--- src/rtl/t9990_blit_xy_if.sv ---
// Command/coordinate bundle between a blitter sequencer and the XY rectangle walker.
// The slave side is the walker; the master side issues commands and consumes pixels.
interface t9990_blit_xy_if;
  logic        start;
  logic        stop;
  logic [10:0] dx;
  logic [11:0] dy;
  logic [10:0] nx;
  logic [11:0] ny;
  logic        dix;
  logic        diy;
  logic [1:0]  ximm;
  logic        p1;
  logic [10:0] x;
  logic [11:0] y;
  logic        valid;
  logic        ack;
  logic        eol;
  logic        last;
  logic        busy;
  logic        done;

  modport master (
    output start, stop, dx, dy, nx, ny, dix, diy, ximm, p1, ack,
    input  x, y, valid, eol, last, busy, done
  );

  modport slave (
    input  start, stop, dx, dy, nx, ny, dix, diy, ximm, p1, ack,
    output x, y, valid, eol, last, busy, done
  );
endinterface

--- src/rtl/t9990_blit_xy.sv ---
// Rectangle walker: emits one X/Y coordinate per accepted handshake, row by row,
// with X wrapped to the selected image width and Y wrapped to 12 bits.
module t9990_blit_xy (
  input  logic            i_clk,
  input  logic            i_rst,
  t9990_blit_xy_if.slave  bus
);
  typedef enum logic {S_IDLE, S_RUN} state_t;

  state_t      r_state, w_state;
  logic [10:0] r_dx, w_dx;
  logic [10:0] r_mask, w_mask;
  logic [10:0] r_x, w_x;
  logic [11:0] r_y, w_y;
  logic [11:0] r_nx, w_nx;
  logic [11:0] r_col, w_col;
  logic [12:0] r_row, w_row;
  logic        r_dix, w_dix;
  logic        r_diy, w_diy;
  logic        r_done, w_done;

  logic [10:0] w_in_mask;
  logic [10:0] w_x_step;
  logic [11:0] w_y_step;
  logic        w_run;
  logic        w_eol;
  logic        w_last;

  // Width mask from XIMM (256/512/1024/2048); P1 forces the 1024-wide mask.
  genvar gi;
  generate
    for (gi = 0; gi < 11; gi = gi + 1) begin : g_mask
      if (gi < 8) begin : g_low
        assign w_in_mask[gi] = 1'b1;
      end else if (gi == 8) begin : g_b8
        assign w_in_mask[gi] = bus.p1 | (bus.ximm != 2'd0);
      end else if (gi == 9) begin : g_b9
        assign w_in_mask[gi] = bus.p1 | bus.ximm[1];
      end else begin : g_b10
        assign w_in_mask[gi] = ~bus.p1 & (bus.ximm == 2'd3);
      end
    end
  endgenerate

  assign w_run    = (r_state == S_RUN);
  assign w_eol    = w_run && (r_col == 12'd1);
  assign w_last   = w_eol && (r_row == 13'd1);
  assign w_x_step = (r_dix ? (r_x - 11'd1) : (r_x + 11'd1)) & r_mask;
  assign w_y_step = r_diy ? (r_y - 12'd1) : (r_y + 12'd1);

  always_ff @(posedge i_clk or posedge i_rst) begin
    if (i_rst) begin
      r_state <= S_IDLE;
      r_dx    <= '0;
      r_mask  <= '0;
      r_x     <= '0;
      r_y     <= '0;
      r_nx    <= '0;
      r_col   <= '0;
      r_row   <= '0;
      r_dix   <= 1'b0;
      r_diy   <= 1'b0;
      r_done  <= 1'b0;
    end else begin
      r_state <= w_state;
      r_dx    <= w_dx;
      r_mask  <= w_mask;
      r_x     <= w_x;
      r_y     <= w_y;
      r_nx    <= w_nx;
      r_col   <= w_col;
      r_row   <= w_row;
      r_dix   <= w_dix;
      r_diy   <= w_diy;
      r_done  <= w_done;
    end
  end

  always_comb begin
    w_state = r_state;
    w_dx    = r_dx;
    w_mask  = r_mask;
    w_x     = r_x;
    w_y     = r_y;
    w_nx    = r_nx;
    w_col   = r_col;
    w_row   = r_row;
    w_dix   = r_dix;
    w_diy   = r_diy;
    w_done  = 1'b0;
    case (r_state)
      S_IDLE: begin
        if (bus.start && !bus.stop) begin
          w_state = S_RUN;
          w_mask  = w_in_mask;
          w_dx    = bus.dx & w_in_mask;
          w_x     = bus.dx & w_in_mask;
          w_y     = bus.dy;
          w_dix   = bus.dix;
          w_diy   = bus.diy;
          w_nx    = (bus.nx == 11'd0) ? 12'd2048 : {1'b0, bus.nx};
          w_col   = (bus.nx == 11'd0) ? 12'd2048 : {1'b0, bus.nx};
          w_row   = (bus.ny == 12'd0) ? 13'd4096 : {1'b0, bus.ny};
        end
      end
      S_RUN: begin
        if (bus.stop) begin
          w_state = S_IDLE;
          w_col   = '0;
          w_row   = '0;
        end else if (bus.ack) begin
          if (w_last) begin
            w_state = S_IDLE;
            w_done  = 1'b1;
            w_col   = '0;
            w_row   = '0;
          end else if (w_eol) begin
            w_x   = r_dx;
            w_y   = w_y_step;
            w_col = r_nx;
            w_row = r_row - 13'd1;
          end else begin
            w_x   = w_x_step;
            w_col = r_col - 12'd1;
          end
        end
      end
      default: w_state = S_IDLE;
    endcase
  end

  assign bus.x     = r_x;
  assign bus.y     = r_y;
  assign bus.valid = w_run;
  assign bus.busy  = w_run;
  assign bus.eol   = w_eol;
  assign bus.last  = w_last;
  assign bus.done  = r_done;
endmodule

--- src/flat_wrapper.sv ---
// flat-port wrapper written by rule: the top's interface ports become plain ports
module t9990_blit_xy_flat 
  (i_clk, i_rst, bus_start, bus_stop, bus_dx, bus_dy, bus_nx, bus_ny, bus_dix, bus_diy, bus_ximm, bus_p1, bus_ack, bus_x, bus_y, bus_valid, bus_eol, bus_last, bus_busy, bus_done);
  t9990_blit_xy_if bus_i ();
  input  logic i_clk;
  input  logic i_rst;
  input wire logic [$bits(bus_i.start)-1:0] bus_start;
  input wire logic [$bits(bus_i.stop)-1:0] bus_stop;
  input wire logic [$bits(bus_i.dx)-1:0] bus_dx;
  input wire logic [$bits(bus_i.dy)-1:0] bus_dy;
  input wire logic [$bits(bus_i.nx)-1:0] bus_nx;
  input wire logic [$bits(bus_i.ny)-1:0] bus_ny;
  input wire logic [$bits(bus_i.dix)-1:0] bus_dix;
  input wire logic [$bits(bus_i.diy)-1:0] bus_diy;
  input wire logic [$bits(bus_i.ximm)-1:0] bus_ximm;
  input wire logic [$bits(bus_i.p1)-1:0] bus_p1;
  input wire logic [$bits(bus_i.ack)-1:0] bus_ack;
  output wire logic [$bits(bus_i.x)-1:0] bus_x;
  output wire logic [$bits(bus_i.y)-1:0] bus_y;
  output wire logic [$bits(bus_i.valid)-1:0] bus_valid;
  output wire logic [$bits(bus_i.eol)-1:0] bus_eol;
  output wire logic [$bits(bus_i.last)-1:0] bus_last;
  output wire logic [$bits(bus_i.busy)-1:0] bus_busy;
  output wire logic [$bits(bus_i.done)-1:0] bus_done;
  assign bus_i.start = bus_start;
  assign bus_i.stop = bus_stop;
  assign bus_i.dx = bus_dx;
  assign bus_i.dy = bus_dy;
  assign bus_i.nx = bus_nx;
  assign bus_i.ny = bus_ny;
  assign bus_i.dix = bus_dix;
  assign bus_i.diy = bus_diy;
  assign bus_i.ximm = bus_ximm;
  assign bus_i.p1 = bus_p1;
  assign bus_i.ack = bus_ack;
  assign bus_x = bus_i.x;
  assign bus_y = bus_i.y;
  assign bus_valid = bus_i.valid;
  assign bus_eol = bus_i.eol;
  assign bus_last = bus_i.last;
  assign bus_busy = bus_i.busy;
  assign bus_done = bus_i.done;
  t9990_blit_xy u_core (.i_clk(i_clk), .i_rst(i_rst), .bus(bus_i));
endmodule
--- config.mk ---
export PLATFORM = sky130hd
export DESIGN_NAME = t9990_blit_xy_flat
export DESIGN_NICKNAME = d
export VERILOG_FILES = /design/src/rtl/t9990_blit_xy_if.sv /design/src/rtl/t9990_blit_xy.sv /design/src/flat_wrapper.sv
export SDC_FILE = /design/constraint.sdc
export NUM_CORES = 1
export LEC_CHECK = 0
export BUFFER_PORTS_ARGS = -buffer_cell sky130_fd_sc_hd__buf_2
export CAP_MARGIN = 20
export CORE_MARGIN = 2
export CORE_UTILIZATION = 47
export CTS_CLUSTER_SIZE = 10
export DETAILED_ROUTE_END_ITERATION = 16
export PLACE_DENSITY = 0.71
export SYNTH_ARGS = -nofsm -noshare
export SYNTH_HDL_FRONTEND = slang
export SYNTH_SLANG_ARGS = --single-unit
--- constraint.sdc ---
create_clock -name i_clk -period 2.35 [get_ports i_clk]
set_input_delay 0 -clock i_clk [delete_from_list [all_inputs] [get_ports i_clk]]
set_output_delay 0 -clock i_clk [all_outputs]
set_load 0.05 [all_outputs]
==> run_results.csv, run 1 <==
group,metric,value,unit
synthesis,synth_adder_area_share,6.43,%
placement,portBuffers,83,
synthesis,synth_compound_area_share,24.1,%
setup_path,crit_slowest_cell,"dfrtp_2",
grt,antenna_found_initial,0,
sta,finClkSkew,13.4,ps
sta,max_clock_freq,433,MHz
synthesis,synth_top_area_share,38.8,%
setup_path,critPathTopFamily,"simple AND/OR/NAND/NOR gates",
detailed_routing,first_pass_iters,6,
floorplan,rows,38,
setup_path,crit_fanout,6,
floorplan,start_util,47.7,%
finish,num-fill-cells,865,
clock_tree,cts.sinks,79,
synthesis,syn_avg_cell_area,8.43,um2
power_and_ir_drop,vdd_drop_max,0.000567,V
finish,nNetsFinal,877,
grt,grt_use_total,26.7,%
synthesis,synth_area_leader_cell,"dfrtp_1",
sta,finalSetupViolations,0,
synthesis,synth_nets,686,
finish,diodes,0,
setup_path,crit_type,"reg -> reg",
finish,regArea,1990,um2
floorplan,dieArea,11700,um2
setup_path,crit_buf_inv,1,
synthesis,synthArstFlopShare,100,%
grt,grt_start_max_net_pins,53,
sta,worstMarginPinSlew,625,ps
placement,hpwl,10.3,mm
clock_tree,cts.path.max_buffers,2,
clock_tree,path_clk_slew,80,ps
grt,grt_pass1_wl,24.8,mm
outcome,status,"finished, final reports clean",
floorplan,die_y,108,um
sta,max_slew_margin,58.3,%
sta,tns,0,ps
clock_tree,cts_tree,"done",
floorplan,die_w,108,um
detailed_routing,vias,5361,
setup_path,critPathArrivalTime,2620,ps
detailed_routing,wire_per_inst,16.3,um
synthesis,synth_top_family_by_area,"compound AO/OA/AOI/OAI gates",
sta,period_share,98.3,%
setup_path,path_cells,"buf_4 > ha_4 > nor2b_1 > o21ai_2 > a21oi_1 > or4_4 > and3_1 > o311ai_2 > o21a_1",
min_path,worstHoldStart,"bus_ny[7]",
detailed_routing,drt_iter0_drc,387,
clock_tree,worstSkewPairLatency,370,ps
power_and_ir_drop,p_per_area,927,nW/um2
synthesis,yosysMostFrequentCell,"nand2_1",
power_and_ir_drop,leakage,3.23,nW
synthesis,netlist_area,5100,um2
sta,slew_viol_final,0,
synthesis,ys_top_cells_by_area,"dfrtp_1 39%, nand2_1 7.0%, ha_1 5.6%",
synthesis,synth.distinct_cells,59,
detailed_routing,ant_nets,0,
synthesis,synth_xor_area_share,3.61,%
setup_path,worstReg2RegStart,"u_core.r_diy",
synthesis,yosysWarningCount,0,
detailed_routing,drc,0,
floorplan,boundaryPins,84,
finish,multi_input_area,3090,um2
run,cap_viol_max_count,0,
detailed_routing,viasPerCell,5.70,
clock_tree,htreeDepth,3,
floorplan,core_area,10700,um2
sta,layout_min_cycle_time,2310,ps
finish,fin_cells,941,
synthesis,synth-edff-count,0,
finish,drive_gt1_share,27.8,%
synthesis,muxShareOfSynthArea,1.18,%
synthesis,synth_seq_area_share,38.8,%
synthesis,ys.flop_type,"dfrtp_1",
placement,place_congestion,0.905,
setup_path,critPathLaunch,"u_core.r_diy",
setup_path,crit_required,2660,ps
finish,synthToLayoutAreaGrowth,38.6,%
setup_path,slowest_delay,450,ps
power_and_ir_drop,power,6.55,mW
synthesis,synth-simple-area-share,20.9,%
synthesis,ys_ff_latch,79,
grt,grt_pass1_vias,5291,
placement,place_inst,856,
synthesis,synthTopCellsByCount,"95 x nand2_1, 79 x dfrtp_1, 55 x o21ai_0",
clock_tree,cts_made_buffers,9,
min_path,hold_path.class,"in -> reg",
setup_path,crit_path_end_kind,"flop",
synthesis,synthesis.instances,605,
detailed_routing,finalWirelength,15.4,mm
clock_tree,cts-root-buf,"clkbuf_8",
setup_path,start_kind,"flop",
grt,grt_overflow_total,0,
sta,finalHoldViolations,0,
final timing paths:
kind	end	slack (ps)	cells past startpoint
worst min register to register	u_core.r_dx[3]	490	2
max in group asynchronous	u_core.bus.busy	1370	4
min in group asynchronous	u_core.bus.y[11]	260	3
worst max register to register	u_core.bus.y[10]	40	9
worst max-delay path	u_core.bus.y[10]	40	9
worst min-delay path	u_core.r_row[7]	30	4
power by group:
part	total [mW]	leakage [nW]	switching [mW]	internal [mW]
clock	0.965	0.0894	0.525	0.440
sequential	1.97	0.950	0.281	1.69
combinational	3.62	2.19	2.02	1.59
total	6.55	3.23	2.83	3.72
layer usage:
metal	wire length, um	up-vias	track usage [%]
met5	0	-	0
met4	285	0	11.2
met3	801	27	3.74
met2	7780	183	45.6
met1	6490	2577	33.8
li1	-	2574	-
layout by cell type, fill, tap and decap left out, drive strengths merged, types with 3 or more instances in the layout:
master	n
o41ai	4
o211ai	4
nand2b	8
mux2i	6
o311ai	4
nand4	6
a22oi	8
buf	161
nor3	14
or4	5
dfrtp	79
o221ai	10
nor4	11
dlygate4sd3	50
nand2	97
o21a	9
inv	27
and3	5
nor2	41
a22o	4
o2bb2ai	3
a41oi	3
a211oi	6
xnor2	16
o31ai	4
a31oi	5
o21ai	66
nand3	13
clkbuf	14
nor2b	5
ha	23
xor2	5
a21o	6
or3	5
a21oi	45
worst reg2reg max path: stages, from the launching register on:
cell      delay (ps)
dfrtp_2          450
buf_4            160
ha_4             210
nor2b_1          150
o21ai_2          150
a21oi_1          110
or4_4            430
and3_1           190
o311ai_2         240
o21a_1           150
per-stage QoR:
stage               hold WS (ps)  area, um2  util [%]  setup WS (ps)
floorplan                   96.1       5130         -          -67.9
global placement             113       6040      56.4          -74.7
detailed placement           120       6040      56.4           -207
CTS                         14.4       6780      63.3          -45.7
global route                32.2       7070      66.1          -37.3
finish                      25.2       7070      66.1           40.9
final cells by class:
type | instances | area share, %
Sequential cell | 79 | 28.1
Multi-Input combinational cell | 466 | 43.7
Inverter | 28 | 1.54
Tap cell | 140 | 2.48
Clock inverter | 3 | 0.248
Timing Repair Buffer | 212 | 21.6
Clock buffer | 13 | 2.25
repair_timing:
action / in CTS / in global routing
hold endpoints to repair: 80 / 0
endpoints found under the setup margin: 18 / 18
pin swaps: 0 / 9
gates resized for setup: 12 / 33
setup buffers: 4 / 16
hold buffers: 50 / 0
gates cloned: 0 / 0
cell families (layout without fill, tap and decap cells):
kind of cell    after synthesis  count (layout)
mux                           6               6
compound gates              195             195
xor+xnor                     21              21
buf+inv                      60             256
simple gates                219             219
fa+ha+maj                    25              25
flops                        79              79
registers in the layout, indices dropped and copies added (netlist names):
name             flops
u_core.bus.busy      1
u_core.bus.done      1
u_core.bus.x        11
u_core.bus.y        12
u_core.r_col        12
u_core.r_dix         1
u_core.r_diy         1
u_core.r_dx         11
u_core.r_mask        4
u_core.r_nx         12
u_core.r_row        13
(Power assumes the default switching activity.)
==> run 2, diff against run 1 <==
--- a/config.mk
+++ b/config.mk
@@ -5,13 +5,12 @@
 export SDC_FILE = /design/constraint.sdc
 export NUM_CORES = 1
 export LEC_CHECK = 0
-export BUFFER_PORTS_ARGS = -buffer_cell sky130_fd_sc_hd__buf_2
 export CAP_MARGIN = 20
 export CORE_MARGIN = 2
 export CORE_UTILIZATION = 47
 export CTS_CLUSTER_SIZE = 10
 export DETAILED_ROUTE_END_ITERATION = 16
-export PLACE_DENSITY = 0.71
+export DONT_BUFFER_PORTS = 1
 export SYNTH_ARGS = -nofsm -noshare
 export SYNTH_HDL_FRONTEND = slang
 export SYNTH_SLANG_ARGS = --single-unit
==> run_results.csv, run 2 (synthesized netlist as in run 1, its figures left out) <==
group,metric,value,unit
sta,period_share,101,%
sta,tns,-30.1,ps
clock_tree,htreeDepth,3,
power_and_ir_drop,p_sw,2.78,mW
setup_path,crit_slowest_cell,"dfrtp_2",
sta,max_clock_freq,420,MHz
sta,whs,28.7,ps
detailed_routing,vias,5086,
setup_path,crit_type,"reg -> reg",
finish,num-fill-cells,901,
power_and_ir_drop,p_per_area,977,nW/um2
detailed_routing,viasPerCell,5.74,
setup_path,crit_buf_inv,0,
min_path,worstHoldPathCells,4,
floorplan,die_w,108,um
setup_path,critPathTopFamily,"compound AO/OA/AOI/OAI gates",
setup_path,start_kind,"flop",
sta,finalSetupViolations,1,
detailed_routing,first_pass_iters,5,
outcome,status,"finished with violations",
grt,grt_pass1_vias,5036,
power_and_ir_drop,leakage,3.02,nW
clock_tree,cts_tree,"done",
floorplan,die_y,108,um
grt,grt_use_total,26.5,%
power_and_ir_drop,p_int,3.95,mW
floorplan,start_util,47.7,%
sta,rsz0062_at_grt,"true",
setup_path,path_cells,"ha_1 > and3_1 > a221o_1 > a31o_2 > a311oi_2 > o31ai_1 > nand3b_1",
finish,diodes,0,
power_and_ir_drop,switching_share,41.3,%
setup_path,crit_required,2610,ps
sta,slew_viol_final,0,
finish,regArea,1990,um2
setup_path,rr_worst_depth,7,
floorplan,dieArea,11700,um2
detailed_routing,drc,0,
clock_tree,cts-root-buf,"clkbuf_8",
setup_path,crit_path_end_kind,"flop",
run,cap_viol_max_count,0,
finish,multi_input_area,3020,um2
power_and_ir_drop,power,6.72,mW
sta,finClkSkew,13.8,ps
detailed_routing,drt_iter0_drc,337,
grt,grt_overflow_total,0,
placement,place_ws,-171,ps
finish,most-common-layout-cells,"95 x nand2_1, 93 x buf_4, 70 x dfrtp_1",
power_and_ir_drop,p_seq_share,30.0,%
finish,nNetsFinal,822,
grt,grt_start_max_net_pins,45,
finish,drive_gt1_share,21.0,%
grt,grt_pass1_wl,24.3,mm
sta,finalHoldViolations,0,
setup_path,crit_fanout,8,
placement,portBuffers,0,
sta,max_slew_margin,45.8,%
setup_path,critPathArrivalTime,2640,ps
floorplan,boundaryPins,84,
placement,place_congestion,0.849,
sta,layout_min_cycle_time,2380,ps
detailed_routing,ant_nets,0,
finish,mostFrequentLayoutCell,"nand2_1",
finish,top_register,"u_core.r_row",
finish,synthToLayoutAreaGrowth,35.0,%
setup_path,slowest_delay,490,ps
detailed_routing,finalWirelength,15.3,mm
setup_path,path_depth,7,
min_path,hold_path.class,"in -> reg",
power_and_ir_drop,pwr-share-clk,19.0,%
floorplan,core_area,10700,um2
finish,largest_reg_flops,13,
clock_tree,worstSkewPairLatency,370,ps
detailed_routing,wire_per_inst,17.3,um
clock_tree,cts.sinks,79,
finish,fin_cells,886,
power_and_ir_drop,comb_power_share,51.0,%
clock_tree,path_clk_slew,90,ps
placement,hpwl,10.3,mm
sta,setup_ws,-30.1,ps
power_and_ir_drop,vdd_drop_max,0.000450,V
grt,antenna_found_initial,0,
clock_tree,cts.path.max_buffers,2,
outcome,violations,"setup timing",
placement,place_inst,804,
sta,worstMarginPinSlew,812,ps
floorplan,rows,38,
clock_tree,cts_made_buffers,9,
-- run 2: changes by cell type in the layout (fill, tap and decap cells not counted), sizes merged, moves of 3 or more --
| cell | delta |
|---|---|
| bufinv | +3 |
| buf | -62 |
| clkbuf | -3 |
| dlygate4sd3 | +7 |
-- run 2: power by group through the flow --
stage / Sequential, mW / Clock, mW / Combinational [mW]
final: 2.01 / 1.28 / 3.43
after floorplan: 2.42 / 0 / 1.69
after CTS: 2.00 / 1.30 / 3.26
after global routing: 2.05 / 1.36 / 3.74
after global placement: 2.02 / 0 / 3.01
after detailed placement: 2.04 / 0 / 3.09
-- run 2: worst paths after layout --
check | startpoint | end | slack, ps
worst min register to register | u_core.r_nx[0] | u_core.r_nx[0] | 480
min in group asynchronous | i_rst | u_core.r_row[3] | 230
worst max register to register | u_core.r_dix | u_core.bus.x[10] | -30
worst min-delay path | bus_stop | u_core.r_nx[2] | 30
worst max-delay path | u_core.r_dix | u_core.bus.x[10] | -30
max in group asynchronous | i_rst | u_core.bus.busy | 1450
-- run 2: layout make-up --
cell class | count | area share, %
repair buffers | 156 | 19.6
inverters | 28 | 1.60
multi-input cells | 467 | 43.8
clock inverters | 5 | 1.53
clock buffers | 11 | 2.05
well taps | 140 | 2.54
flip-flops and latches | 79 | 28.9
-- run 2: per-stage QoR --
step | instance area (um2) | util, %
floorplan | 5130 | -
global placement | 5860 | 54.8
detailed placement | 5860 | 54.8
CTS | 6730 | 62.9
global route | 6880 | 64.4
finish | 6880 | 64.4
-- run 2: repair_timing --
action | in CTS | in global routing
pin swaps | 0 | 9
cloned | 0 | 1
resized for setup | 9 | 20
hold endpoints to repair | 120 | 0
endpoints found under the setup margin | 9 | 20
hold buffers | 57 | 0
buffers inserted | 3 | 5
-- run 2: tightest hold or removal path, stage by stage --
cell	delay, ps
nor3b_2	30
buf_4	200
nand2_1	90
nand2_1	40
-- run 2: routing by layer --
metal / up-vias / GRT usage [%] / wire (um)
met5: - / 0 / 0
met4: 0 / 11.1 / 409
met3: 35 / 3.80 / 751
met2: 140 / 44.3 / 7500
met1: 2443 / 34.3 / 6660
li1: 2468 / - / -
